--- config.mk ---
export PLATFORM = sky130hd
export DESIGN_NAME = fifo_uart_tx
export DESIGN_NICKNAME = d
export VERILOG_FILES = /design/src/rtl/fifo_uart_tx.sv
export SDC_FILE = /design/constraint.sdc
export NUM_CORES = 1
export LEC_CHECK = 0
export BUFFER_PORTS_ARGS = -buffer_cell sky130_fd_sc_hd__buf_4
export CELL_PAD_IN_SITES_DETAIL_PLACEMENT = 2
export CELL_PAD_IN_SITES_GLOBAL_PLACEMENT = 2
export CORE_ASPECT_RATIO = 1.75
export CORE_MARGIN = 2
export CORE_UTILIZATION = 40
export CTS_BUF_LIST = sky130_fd_sc_hd__clkbuf_4 sky130_fd_sc_hd__clkbuf_8
export DETAILED_ROUTE_END_ITERATION = 10
export HOLD_SLACK_MARGIN = 0.15
export PLACE_DENSITY = 0.94
export SYNTH_ARGS = -nofsm -noshare
export SYNTH_HDL_FRONTEND = slang
export SYNTH_SLANG_ARGS = --single-unit
--- constraint.sdc ---
create_clock -name clk_i -period 3.1 [get_ports clk_i]
set_clock_uncertainty 0.2 [all_clocks]
set_input_delay 0.465 -clock clk_i [delete_from_list [all_inputs] [get_ports clk_i]]
set_output_delay 0.465 -clock clk_i [all_outputs]
set_load 0.01 [all_outputs]
--- src/rtl/fifo_uart_tx.sv ---
// FIFO read-side UART transmitter: pops a word, sends start/data(LSB first)/[parity]/stop; parity via FIFO_UART_TX_PARITY_EN.
// Latency: rd_en_o one cycle after en_i & !empty_i in IDLE; start bit two cycles after the rd_en_o cycle.
// Backpressure: pops only from IDLE when non-empty; en_i and empty_i are ignored for the rest of the frame.
module fifo_uart_tx #(
    parameter int DATA_WIDTH   = 10,
    parameter int CLKS_PER_BIT = 16,
    parameter int STOP_BITS    = 1
) (
    input  logic                  clk_i,
    input  logic                  rst_ni,
    input  logic                  en_i,
    input  logic                  empty_i,
    output logic                  rd_en_o,
    input  logic [DATA_WIDTH-1:0] rdata_i,
    output logic                  tx_o,
    output logic                  busy_o,
    output logic                  frame_done_o
);

    localparam int BW = (CLKS_PER_BIT > 1) ? $clog2(CLKS_PER_BIT) : 1;
    localparam int CW = $clog2(DATA_WIDTH + 1);
    localparam logic [BW-1:0] BAUD_LAST = BW'(CLKS_PER_BIT - 1);
    localparam logic [BW-1:0] BAUD_PRE  = BW'(CLKS_PER_BIT - 2);
    localparam logic [CW-1:0] BIT_LAST  = CW'(DATA_WIDTH - 1);
    localparam logic [CW-1:0] STOP_LAST = CW'(STOP_BITS - 1);

`ifdef FIFO_UART_TX_PARITY_EN
    typedef enum logic [2:0] {S_IDLE, S_FETCH, S_WAIT, S_START, S_DATA, S_PARITY, S_STOP} state_t;
`else
    typedef enum logic [2:0] {S_IDLE, S_FETCH, S_WAIT, S_START, S_DATA, S_STOP} state_t;
`endif

    state_t                state;
    logic [DATA_WIDTH-1:0] shift_reg;
    logic [DATA_WIDTH-1:0] shift_nxt;
    logic [CW-1:0]         bit_cnt;
    logic [BW-1:0]         baud_cnt;
`ifdef FIFO_UART_TX_PARITY_EN
    logic                  parity;
`endif

    assign shift_nxt = shift_reg >> 1;
    assign busy_o    = (state != S_IDLE);

    always_ff @(posedge clk_i or negedge rst_ni) begin
        if (!rst_ni) begin
            state        <= S_IDLE;
            shift_reg    <= '0;
            bit_cnt      <= '0;
            baud_cnt     <= '0;
            tx_o         <= 1'b1;
            rd_en_o      <= 1'b0;
            frame_done_o <= 1'b0;
`ifdef FIFO_UART_TX_PARITY_EN
            parity       <= 1'b0;
`endif
        end else begin
            rd_en_o      <= 1'b0;
            frame_done_o <= 1'b0;
            case (state)
                S_IDLE: begin
                    if (en_i && !empty_i) begin
                        rd_en_o <= 1'b1;
                        state   <= S_FETCH;
                    end
                end
                S_FETCH: state <= S_WAIT;
                S_WAIT: begin
                    shift_reg <= rdata_i;
`ifdef FIFO_UART_TX_PARITY_EN
                    parity    <= ^rdata_i;
`endif
                    tx_o      <= 1'b0;
                    baud_cnt  <= '0;
                    bit_cnt   <= '0;
                    state     <= S_START;
                end
                S_START: begin
                    if (baud_cnt == BAUD_LAST) begin
                        baud_cnt <= '0;
                        tx_o     <= shift_reg[0];
                        state    <= S_DATA;
                    end else begin
                        baud_cnt <= baud_cnt + 1'b1;
                    end
                end
                S_DATA: begin
                    if (baud_cnt == BAUD_LAST) begin
                        baud_cnt  <= '0;
                        shift_reg <= shift_nxt;
                        if (bit_cnt == BIT_LAST) begin
                            bit_cnt <= '0;
`ifdef FIFO_UART_TX_PARITY_EN
                            tx_o    <= parity;
                            state   <= S_PARITY;
`else
                            tx_o    <= 1'b1;
                            state   <= S_STOP;
`endif
                        end else begin
                            bit_cnt <= bit_cnt + 1'b1;
                            tx_o    <= shift_nxt[0];
                        end
                    end else begin
                        baud_cnt <= baud_cnt + 1'b1;
                    end
                end
`ifdef FIFO_UART_TX_PARITY_EN
                S_PARITY: begin
                    if (baud_cnt == BAUD_LAST) begin
                        baud_cnt <= '0;
                        tx_o     <= 1'b1;
                        state    <= S_STOP;
                    end else begin
                        baud_cnt <= baud_cnt + 1'b1;
                    end
                end
`endif
                S_STOP: begin
                    // bit_cnt counts stop bits here; pulse is set one cycle early so it lands on the last stop cycle
                    if (bit_cnt == STOP_LAST && baud_cnt == BAUD_PRE)
                        frame_done_o <= 1'b1;
                    if (baud_cnt == BAUD_LAST) begin
                        baud_cnt <= '0;
                        if (bit_cnt == STOP_LAST) begin
                            bit_cnt <= '0;
                            state   <= S_IDLE;
                        end else begin
                            bit_cnt <= bit_cnt + 1'b1;
                        end
                    end else begin
                        baud_cnt <= baud_cnt + 1'b1;
                    end
                end
                default: state <= S_IDLE;
            endcase
        end
    end

endmodule

======== Yosys cells after proc, flatten, opt, wreduce, memory -nomap -nowiden ========
Cells that the tools add are included.
cells by class
  equal/unequal tests ..................... 14
  muxes and demuxes ....................... 24
  reductions and logical operators ........ 15
  $add $sub $neg .......................... 2
operators with widths
  operator               count
  $mux W4                5
  $pmux W10 S2           1
  $mux W3                6
  $pmux W3 S6            1
  $eq A4 B4 Y1 const B   3
  $ne A2 B2 Y1 const B   6
  $pmux W4 S3            1
  $mux W10               1
  $reduce_bool A3 Y1     3
  $add A4 B1 Y4 const B  2
  $pmux W4 S2            1
  $mux W1                7
  $eq A3 B2 Y1 const B   2
  $eq A3 B3 Y1 const B   2
  $reduce_and A3 Y1      2
  $reduce_and A6 Y1      1
  $logic_not A4 Y1       1
  $reduce_bool A2 Y1     2
  $eq A3 B1 Y1 const B   1
  $logic_not A3 Y1       1
  $pmux W1 S3            1
  $reduce_or A3 Y1       1
  $logic_and A1 B1 Y1    2
  $reduce_and A2 Y1      1
  $logic_not A1 Y1       1
storage, ports and cells
  input bits .............................. 14
  output and inout port bits .............. 4
  flip-flop bits (word level) ............. 24

======== Depth between registers and ports, before layout ========
  depth in word-level cells ............... 4
  mapped depth ............................ 6
  mapped depth without buffers ............ 6

======== Least setup slack after synthesis ========
No wires, ideal clock.
  path kind ............................... register to register
  from .................................... reg bit_cnt[1]
  to ...................................... reg bit_cnt[3]
  data required time ...................... 2.779 ns
  stages on the path, launching flop included .. 7
  path slack .............................. 1.452 ns
  setup time .............................. 0.121 ns
  arrival ................................. 1.327 ns
  buffers on the path ..................... 0
  cell sequence ........................... dfrtp_1 inv_1 ha_1 nand2_1 o311ai_2 o21ai_1 a22o_1
between the ends
  longest elaborated chain between the ends .. 4
  elaborated cells between the ends (all ways) .. 8
ends and longest elaborated chain
  item                                         line      text
  start: declaration                           36        logic [CW-1:0] bit_cnt;
  start signal: assignment                     101       bit_cnt <= bit_cnt + 1'b1;
  start signal: assignment                     129       bit_cnt <= bit_cnt + 1'b1;
  $add A4 B1 Y4, or another cell as far along  101, 129
  $mux W4 (on tied branches)                   125, 91
  $mux W4 (on tied branches)                   123, 88
  $pmux W4 S3 (*)                              60        case (state)
Every way passes the cells marked *; elsewhere a longest branch is shown, timed or not. The select of a mux whose other input is x is not followed.
A chain may end at the register's enable or synchronous reset.

======== Worst setup path in the final report ========
  from .................................... reg state[0]
  to ...................................... out busy_o
between the ends
  longest elaborated chain between the ends .. 1
ends and longest elaborated chain
  item                      line  text
  start: declaration        33    state_t state;
  start signal: assignment  47    state <= S_IDLE;
  start signal: assignment  64    state <= S_FETCH;
  start signal: assignment  67    S_FETCH: state <= S_WAIT;
  $reduce_bool A3 Y1        43    assign busy_o = (state != S_IDLE);
  end: declaration          16    output logic busy_o,
Every way passes these cells.

==> impl_metrics.toml <==
[outcome]
status = "finished, final reports clean"

[clock_tree]
cts-buffers-inserted = 3
clock_latency_ns = 0.28
tritoncts = "built"
path_clk_slew_ns = 0.09
htreeDepth = 1
clockBufferDepth = 2
cts.sinks = 24
post_cts_buffers = 0
cts-root-buf = "clkbuf_8"

[route]
vias = 1146
firstDrtPassIters = 4
routedWlPerCell_um = 20.6
final_antenna_net_count = 0
drc = 0
viasPerCell = 5.65
routed_wl_um = 4190
drtIter0Drc = 7

[die]
die_x_um = 48.2
row_count = 28
die_y_um = 81.3
start_util = 0.411
core_mm2 = 0.00333
ios = 18
dieArea_mm2 = 0.00392

[placed_design]
gp_congestion = 0.746
dpl.hpwl_um = 2860
port_buffers = 17

[setup_path]
cp_max_fo = 24
start_kind = "register"
critical_path_arrival_ns = 1.61
rr_startpoint = "state[1]"
required_ns = 2.43
endpoint_kind = "primary output"
r2r_slack_ns = 0.85
crit_type = "reg2out"
reg2regPathDepth = 4
worst_r2r_endpoint = "shift_reg[0]"

[layout]
mostFrequentLayoutCells = "dfrtp_1 (23), buf_4 (17), o21ai_0 (16)"
layout_commonest_cell = "dfrtp_1"
largest_reg_flops = 10
fin_nets = 178
n_antenna_cell = 0
drive_gt1_frac = 0.184
syn_to_final_growth_pct = 15.8

[synth]
ys_ff_latch = 24
ys_types = 40
yosys_warnings = 0
syn_area_per_cell_um2 = 9.62
syn_inst = 142
synth_area_mm2 = 0.00137
seq_area_frac_synth = 0.440
synth_fp_nets = 161

[sta]
tightestPinTransition_ns = 0.832
setup_tns_ns = 0
slew_viol_final = 0
post-route-min-period_ns = 2.28
setup_viol = 0
finalHoldViolations = 0
slew_headroom = 0.446
finalCritPeriodShare = 0.735
rsz0062_at_grt = "no"
fmax_mhz = 439

[power]
p_sw_frac = 0.431
cell_internal_pwr_uw = 743
p_leak_uw = 0.000673
p_per_area_mw_per_mm2 = 826
ir_drop_mv = 0.403
clkPwrFrac = 0.170
seq_power_share = 0.453
power_uw = 1310
switchingPower_uw = 563
power_frac_comb = 0.377

[grt]
grt_pass1_wl_um = 6590
track_usage = 0.243
overflow = 0
grt_max_degree = 25
grt_pass1_vias = 1352
grt_antenna_before_repair = 0

[worst_hold_path]
whs_path_depth = 3
holdCritPathClass = "in2reg"
whs_endpoint = "rd_en_o"
hp-start = "empty_i"

[job]
drv_cap = 0
-- final cells by class --
class	count	area, um^2
Clock buffer	4	55.1
Fill cell	366	1750
Inverter	6	22.5
Multi-Input combinational cell	106	709
Sequential cell	24	602
Tap cell	45	56.3
Timing Repair Buffer	18	138
-- synth_stat cells (all sizes together) --
cell type / instances / area (um^2)
o21ai: 27 / 135
a31oi: 1 / 6.26
buf: 3 / 21.3
or2: 1 / 6.26
dfrtp: 23 / 576
o21bai: 1 / 7.51
nand4bb: 1 / 11.3
a21boi: 1 / 7.51
inv: 6 / 22.5
a211oi: 3 / 22.5
a22o: 2 / 17.5
clkbuf: 3 / 11.3
and3: 3 / 23.8
nand3: 4 / 25.0
a32oi: 1 / 8.76
o22ai: 3 / 25.0
or3: 1 / 6.26
nor2b: 3 / 18.8
a311oi: 1 / 8.76
o311ai: 2 / 25.0
ha: 5 / 62.6
a21oi: 5 / 28.8
nor3: 4 / 20.0
and2b: 2 / 16.3
nand2b: 4 / 25.0
mux2i: 10 / 100
o31ai: 2 / 15.0
dfstp: 1 / 26.3
nand2: 6 / 22.5
nor2: 11 / 48.8
a21o: 2 / 15.0
-- power groups by stage --
stage / combinational, uW / clock, uW / sequential [uW]
floorplan: 399 / 0 / 509
global placement: 429 / 0 / 576
detailed placement: 472 / 0 / 592
CTS: 500 / 227 / 591
global route: 554 / 237 / 611
finish: 493 / 222 / 592
-- worst max-delay path by stage --
stage                     from      endpoint  slack (ns)
floorplan           bit_cnt[1]    bit_cnt[3]        1.45
global placement      state[1]  shift_reg[6]        1.08
detailed placement    state[1]  shift_reg[8]        0.91
CTS                   state[1]  shift_reg[0]        0.83
global route          state[1]  shift_reg[0]        0.70
finish                state[0]        busy_o        0.82
-- logic make-up (layout without fill, tap and decap cells) --
kind of cell	after synthesis	after routing	synth area share
AO/OA/AOI/OAI	51	51	0.236
adder cells (fa/ha/maj)	5	5	0.0458
buffers and inverters	12	28	0.0403
flip-flops	24	24	0.440
multiplexers	10	10	0.0733
AND/OR/NAND/NOR	40	40	0.164
-- per-stage QoR --
step	setup slack (ns)	cells	hold WS (ns)	utilization	instance area, um^2
3_5_place_dp	0.909	198	0.187	0.456	1520
2_1_floorplan	1.45	142	-0.0306	-	1370
6_report	0.822	203	0.255	0.476	1580
5_1_grt	0.697	203	0.275	0.476	1580
3_3_place_gp	1.08	198	0.187	0.456	1520
4_1_cts	0.833	203	0.257	0.476	1580
-- timing repair --
action                                 CTS  global route
hold buffers                             1             0
endpoints found under the hold margin   23             0
gates resized for setup                  0             0
-- critical path: stages, from the launching register on --
cell	delay, ns
dfrtp_1	0.70
or3_1	0.47
buf_4	0.16
-- per-layer routing --
layer / vias to the layer above / share of wire / wire [um] / track usage
li1: 543 / - / - / -
met1: 578 / 0.39 / 1640 / 0.278
met2: 17 / 0.56 / 2360 / 0.426
met3: 8 / 0.016 / 68 / 0.0244
met4: 0 / 0.030 / 126 / 0.105
met5: - / 0 / 0 / 0
Power figures use the tool's default switching activity.
